===== config.mk =====
export PLATFORM = sky130hd
export DESIGN_NAME = phys_reg_rename_unit
export DESIGN_NICKNAME = d
export VERILOG_FILES = /design/src/rtl/phys_reg_rename_unit.sv
export SDC_FILE = /design/constraint.sdc
export NUM_CORES = 1
export LEC_CHECK = 0
export CAP_MARGIN = 10
export CORE_MARGIN = 5
export CORE_UTILIZATION = 50
export CTS_CLUSTER_SIZE = 25
export DETAILED_ROUTE_END_ITERATION = 16
export PLACE_DENSITY = 0.66
export SLEW_MARGIN = 25
export SYNTH_ARGS = -nofsm -noshare
export SYNTH_HDL_FRONTEND = slang
export SYNTH_SLANG_ARGS = --single-unit

===== constraint.sdc =====
create_clock -name clk -period 11.9 [get_ports clk]
set_input_delay 1.785 -clock clk [delete_from_list [all_inputs] [get_ports clk]]
set_output_delay 1.785 -clock clk [all_outputs]
set_load 0.01 [all_outputs]

===== src/rtl/phys_reg_rename_unit.sv =====
// Rename stage state: arch->phys map table, per-preg ready bits and the physical-register
// free list. Decode renames sources and allocates destinations; the writeback-commit unit
// marks pregs ready on complete and returns stale pregs on commit.
//
// Ports:
//   clk, rst                       clock, synchronous active-high reset
//   alloc_val/alloc_rdy            destination rename handshake
//   alloc_areg                     arch destination
//   alloc_preg, alloc_ppreg        new preg (free-list head) and previous mapping
//   rs1_areg/rs1_preg/rs1_pending  source 1 lookup
//   rs2_areg/rs2_preg/rs2_pending  source 2 lookup
//   complete_val/wen/preg          preg became ready
//   commit_val/wen/waddr/ppreg     stale preg to reclaim
//   free_count                     entries in the free list
module phys_reg_rename_unit #(
    parameter int unsigned p_phys_addr_bits = 6
) (
    input  logic                        clk,
    input  logic                        rst,
    input  logic                        alloc_val,
    output logic                        alloc_rdy,
    input  logic [4:0]                  alloc_areg,
    output logic [p_phys_addr_bits-1:0] alloc_preg,
    output logic [p_phys_addr_bits-1:0] alloc_ppreg,
    input  logic [4:0]                  rs1_areg,
    output logic [p_phys_addr_bits-1:0] rs1_preg,
    output logic                        rs1_pending,
    input  logic [4:0]                  rs2_areg,
    output logic [p_phys_addr_bits-1:0] rs2_preg,
    output logic                        rs2_pending,
    input  logic                        complete_val,
    input  logic                        complete_wen,
    input  logic [p_phys_addr_bits-1:0] complete_preg,
    input  logic                        commit_val,
    input  logic                        commit_wen,
    input  logic [4:0]                  commit_waddr,
    input  logic [p_phys_addr_bits-1:0] commit_ppreg,
    output logic [p_phys_addr_bits:0]   free_count
);

    localparam int unsigned P  = p_phys_addr_bits;
    localparam int unsigned NP = 2 ** P;

    // Reset free list holds pregs 32..NP-1: head at 32, tail one lap-wrapped at index 0.
    localparam logic [P:0] HeadInit = (P+1)'(32);
    localparam logic [P:0] TailInit = (P+1)'(NP);

    logic [P-1:0]  map_q [32];
    logic [NP-1:0] ready_q;
    logic [P-1:0]  fl_q [NP];
    logic [P:0]    head_q;
    logic [P:0]    tail_q;

    logic          alloc_fire;
    logic          pop;
    logic          push_req;
    logic          push;
    logic          fl_full;
    logic          complete_hit;

    always_comb begin
        free_count   = tail_q - head_q;
        fl_full      = (free_count == (P+1)'(NP));
        alloc_rdy    = (alloc_areg == 5'd0) || (free_count != '0);
        alloc_fire   = alloc_val && alloc_rdy;
        pop          = alloc_fire && (alloc_areg != 5'd0);
        push_req     = commit_val && commit_wen && (commit_waddr != 5'd0);
        push         = push_req && !fl_full;
        complete_hit = complete_val && complete_wen;

        alloc_preg  = '0;
        alloc_ppreg = '0;
        if (alloc_areg != 5'd0) begin
            alloc_preg  = fl_q[head_q[P-1:0]];
            alloc_ppreg = map_q[alloc_areg];
        end

        // Lookups see the map before this cycle's allocation lands.
        rs1_preg    = map_q[rs1_areg];
        rs2_preg    = map_q[rs2_areg];
        rs1_pending = (rs1_areg != 5'd0) && !ready_q[rs1_preg] &&
                      !(complete_hit && (complete_preg == rs1_preg));
        rs2_pending = (rs2_areg != 5'd0) && !ready_q[rs2_preg] &&
                      !(complete_hit && (complete_preg == rs2_preg));
    end

    always_ff @(posedge clk) begin
        if (rst) begin
            for (int i = 0; i < 32; i++) begin
                map_q[i] <= P'(i);
            end
            for (int i = 0; i < NP; i++) begin
                fl_q[i] <= P'(i);
            end
            ready_q <= '1;
            head_q  <= HeadInit;
            tail_q  <= TailInit;
        end else begin
            if (complete_hit) begin
                ready_q[complete_preg] <= 1'b1;
            end
            // Written after the complete update so a colliding allocation wins.
            if (pop) begin
                ready_q[alloc_preg] <= 1'b0;
                map_q[alloc_areg]   <= alloc_preg;
                head_q              <= head_q + 1'b1;
            end
            if (push) begin
                fl_q[tail_q[P-1:0]] <= commit_ppreg;
                tail_q              <= tail_q + 1'b1;
            end
        end
    end

    push_while_full: assert property (@(posedge clk) disable iff (rst) !(push_req && fl_full));

`ifndef SYNTHESIS
    // "areg>preg" on alloc fire, "+preg" on reclaim; level>0 pads to a fixed column width.
    function automatic string trace(input int level);
        string s;
        s = "";
        if (pop) begin
            s = $sformatf("%0d>%0d", alloc_areg, alloc_preg);
        end
        if (push) begin
            s = {s, (s.len() != 0) ? " " : "", $sformatf("+%0d", commit_ppreg)};
        end
        if (level > 0) begin
            while (s.len() < 12) begin
                s = {s, " "};
            end
        end
        return s;
    endfunction
`endif

endmodule


==> summary.md <==
| Metric | Value |
|---|---|
| Min Tclk post-route | 8.53 ns |
| Worst Max-Slew Pin Slew | 1.09 ns |
| Worst vdd ir | 0.140 mV |
| First-pass GRT wire length | 160000 um |
| Drt drc | 0 |
| WP data arrival | 6.74 ns |
| Initial drt markers | 3245 |
| Critical Path Source Type | input pin |
| Pint | 4.11 mW |
| Post-cts resize count | 0 |
| Syn Std Cell Area | 0.0348 mm2 |
| HP Class | register to register |
| Clock sink total | 660 |
| Slowest cell on the critical path | nand2_2 |
| Placed Cells | 3583 |
| Count of final setup violators | 0 |
| Number of I/O port buffers | 72 |
| Largest net degree at the start of global routing | 97 |
| Sw Ratio | 0.259 |
| Mean routed wirelength per cell | 28.9 um |
| Post-CTS setup repair buffer count | 0 |
| Max-cap violations | 0 |
| Via count | 25400 |
| Yosys top cell by area | edfxtp_1 |
| Pwr/cell area | 144 mW/mm2 |
| Comb pwr share | 0.124 |
| Yosys reg bits | 660 |
| Antenna-violating nets left | 0 |
| Max-slew headroom | 0.273 |
| Fmax | 117 MHz |
| Total Power | 5.54 mW |
| CTS max path bufs | 3 |
| # IOs | 73 |
| Critical path type | input pin to output pin |
| Share of cells above drive strength 1 | 0.183 |
| Gpl congestion | 0.970 |
| Clock Skew | 0.0244 ns |
| Syn. warnings | 0 |
| Max-slew violations | 0 |
| Initial Util | 0.506 |
| Die area | 0.0750 mm2 |
| Non-filler cells, final | 3716 |
| Drt total wl | 107000 um |
| Commonest register cell after synthesis | edfxtp_1 |
| Drt first pass iters | 6 |
| Post-Synthesis Cells | 2801 |
| # fillers | 5574 |
| CORE AREA | 0.0688 mm2 |
| Synth top area cells | edfxtp_1, mux4_2, dfxtp_1 |
| Avg Inst Size Synth | 12.4 um2 |
| Part of the power in registers | 0.468 |
| Final Hold Viols | 0 |
| Leak pwr | 11.7 nW |
| EDFF count, synth | 576 |
| Asr flop ratio synth | 0 |
| Crit-path max cell delay | 0.69 ns |
| DP HPWL | 72400 um |
| Pre-CTS WS | 3.42 ns |
| Worst Path Required | 10.12 ns |
| DIE WIDTH | 274 um |
| Clock share of power | 0.409 |
| Cell variety after synth | 84 |
| Vias/cell | 6.85 |
| CTS clock-pin slew for the worst setup and hold paths | 0.06 ns |
| Top-area cell type share of the netlist area | 0.497 |
| RSZ-0062 raised after global routing | no |
| Die Y | 274 um |
| Final hold slack | 0.537 ns |
| NumNets Final | 2775 |
| Root buffer cell | clkbuf_16 |
| Commonest cells after routing, fill and taps aside | edfxtp_1, nand2_1, nor2_1, mux4_2, nand3_1 |
| Row cnt | 96 |
| Initial antenna violation count | 2 |
| Buf+Inv Stages, Crit Path | 4 |
| Critical path peak fanout | 39 |
| Crit share post-route | 0.717 |
| CTS tree | done |
| Post-CTS Hold Fix Bufs | 0 |
| Outcome | complete, no violations |
| Top delay family on crit path | buffers and inverters |
| Commonest non-fill, non-tap cell in the layout | edfxtp_1 |
| Most frequent CP cell | buf_4 |
| Total CTS buffers | 73 |
| H-Tree Depth | 3 |
| Gr ovfl total | 0 |
| Vias in the first global route | 24700 |
| Register area share after synthesis | 0.545 |
| Switching power | 1.43 mW |
| Layout area overhead | 10.4% |
| GRT Total Usage | 0.283 |
| Cell breakdown of the critical path | buf_4 > buf_4 > mux2_2 > a221oi_1 > nand4_1 > nand2_2 > inv_2 > a211oi_1 > a311oi_1 > o311ai_1 > a31oi_1 > nor4_1 > clkdlybuf4s50_1 |
| Setup TNS | 0 ns |
| Setup crit end kind | output pin |
| Crit path setup slack, layout | 3.37 ns |
| Clk_lat worst skew | 0.64 ns |
-- power by group through the flow --
stage | registers [mW] | logic [mW] | clock network (mW)
2_1_floorplan | 2.62 | 0.455 | 0
3_5_place_dp | 2.64 | 0.678 | 0
5_1_grt | 2.59 | 0.720 | 2.38
4_1_cts | 2.59 | 0.680 | 2.29
6_report | 2.59 | 0.686 | 2.26
3_3_place_gp | 2.64 | 0.673 | 0
-- path summary, 6_finish.rpt --
path,slack (ns),cells past startpoint,to,start
setup reg to reg,6.21,13,fl_q[24][1],tail_q[0]
hold / removal,0.54,2,ready_q[43],ready_q[43]
hold reg to reg,0.54,2,ready_q[43],ready_q[43]
setup / recovery,3.37,13,rs2_pending,rs2_areg[0]
-- area by class of cell --
cell class	instances	area, um2	area share
multi-input cells	1805	14500	0.378
flip-flops and latches	660	19000	0.494
repair buffers	130	1140	0.0298
well taps	931	1160	0.0303
clock inverters	41	450	0.0117
clock buffers	91	1940	0.0504
inverters	57	215	0.00560
diodes	1	2.50	0.0000652
-- flip-flops by register name, summed over array words and instances, names as in the netlist, named ones only --
name	count
fl_q	384
head_q	7
map_q	192
ready_q	64
tail_q	7
-- cells by family (layout without fill, tap and decap cells) --
family,Yosys count,after routing,synth area share
fa+ha+maj,9,9,0.00345
xor+xnor,21,21,0.00529
mux,360,360,0.193
simple gates,1127,1127,0.154
other cells,1,7,0.000108
flops,660,660,0.545
buf+inv,341,319,0.0412
compound gates,282,282,0.0575
-- worst min-delay path, cell delays in order (launching register included) --
cell	delay, ns
dfxtp_1	0.34
nor3_1	0.06
a21oi_1	0.10
-- layer usage --
| metal | vias up | share of wire | global-route usage | wire length [um] |
|---|---|---|---|---|
| li1 | 10700 | - | - | - |
| met1 | 12700 | 0.37 | 0.379 | 39600 |
| met3 | 328 | 0.10 | 0.0488 | 10900 |
| met5 | - | 0.00014 | 0 | 15 |
| met2 | 1706 | 0.48 | 0.458 | 51300 |
| met4 | 2 | 0.052 | 0.123 | 5630 |
-- synthesized netlist by cell type, drive strengths merged, types with 4 or more instances --
library cell,n
a31oi,10
or2,23
mux4,246
or4,4
nor2b,16
o22ai,7
o32a,16
nor2,275
mux2,19
a22oi,27
a21oi,61
nand2,298
o221ai,8
nor3b,9
nor4,71
a221oi,10
ha,8
a211oi,37
a21boi,5
nor3,130
dfxtp,84
o2111ai,5
clkbuf,207
o22a,4
nand2b,11
a2111oi,12
and3,20
or3,11
nand4,59
o21ai,36
a311oi,8
xnor2,18
nand3,163
a22o,9
mux2i,95
inv,56
edfxtp,576
buf,77
and2,22
-- per-stage QoR --
step / utilization / instance area, um2
after global routing: 0.558 / 38400
after global placement: 0.523 / 36000
after detailed placement: 0.523 / 36000
after CTS: 0.558 / 38400
after floorplan: - / 34800
final: 0.558 / 38400
(Power assumes the default switching activity.)
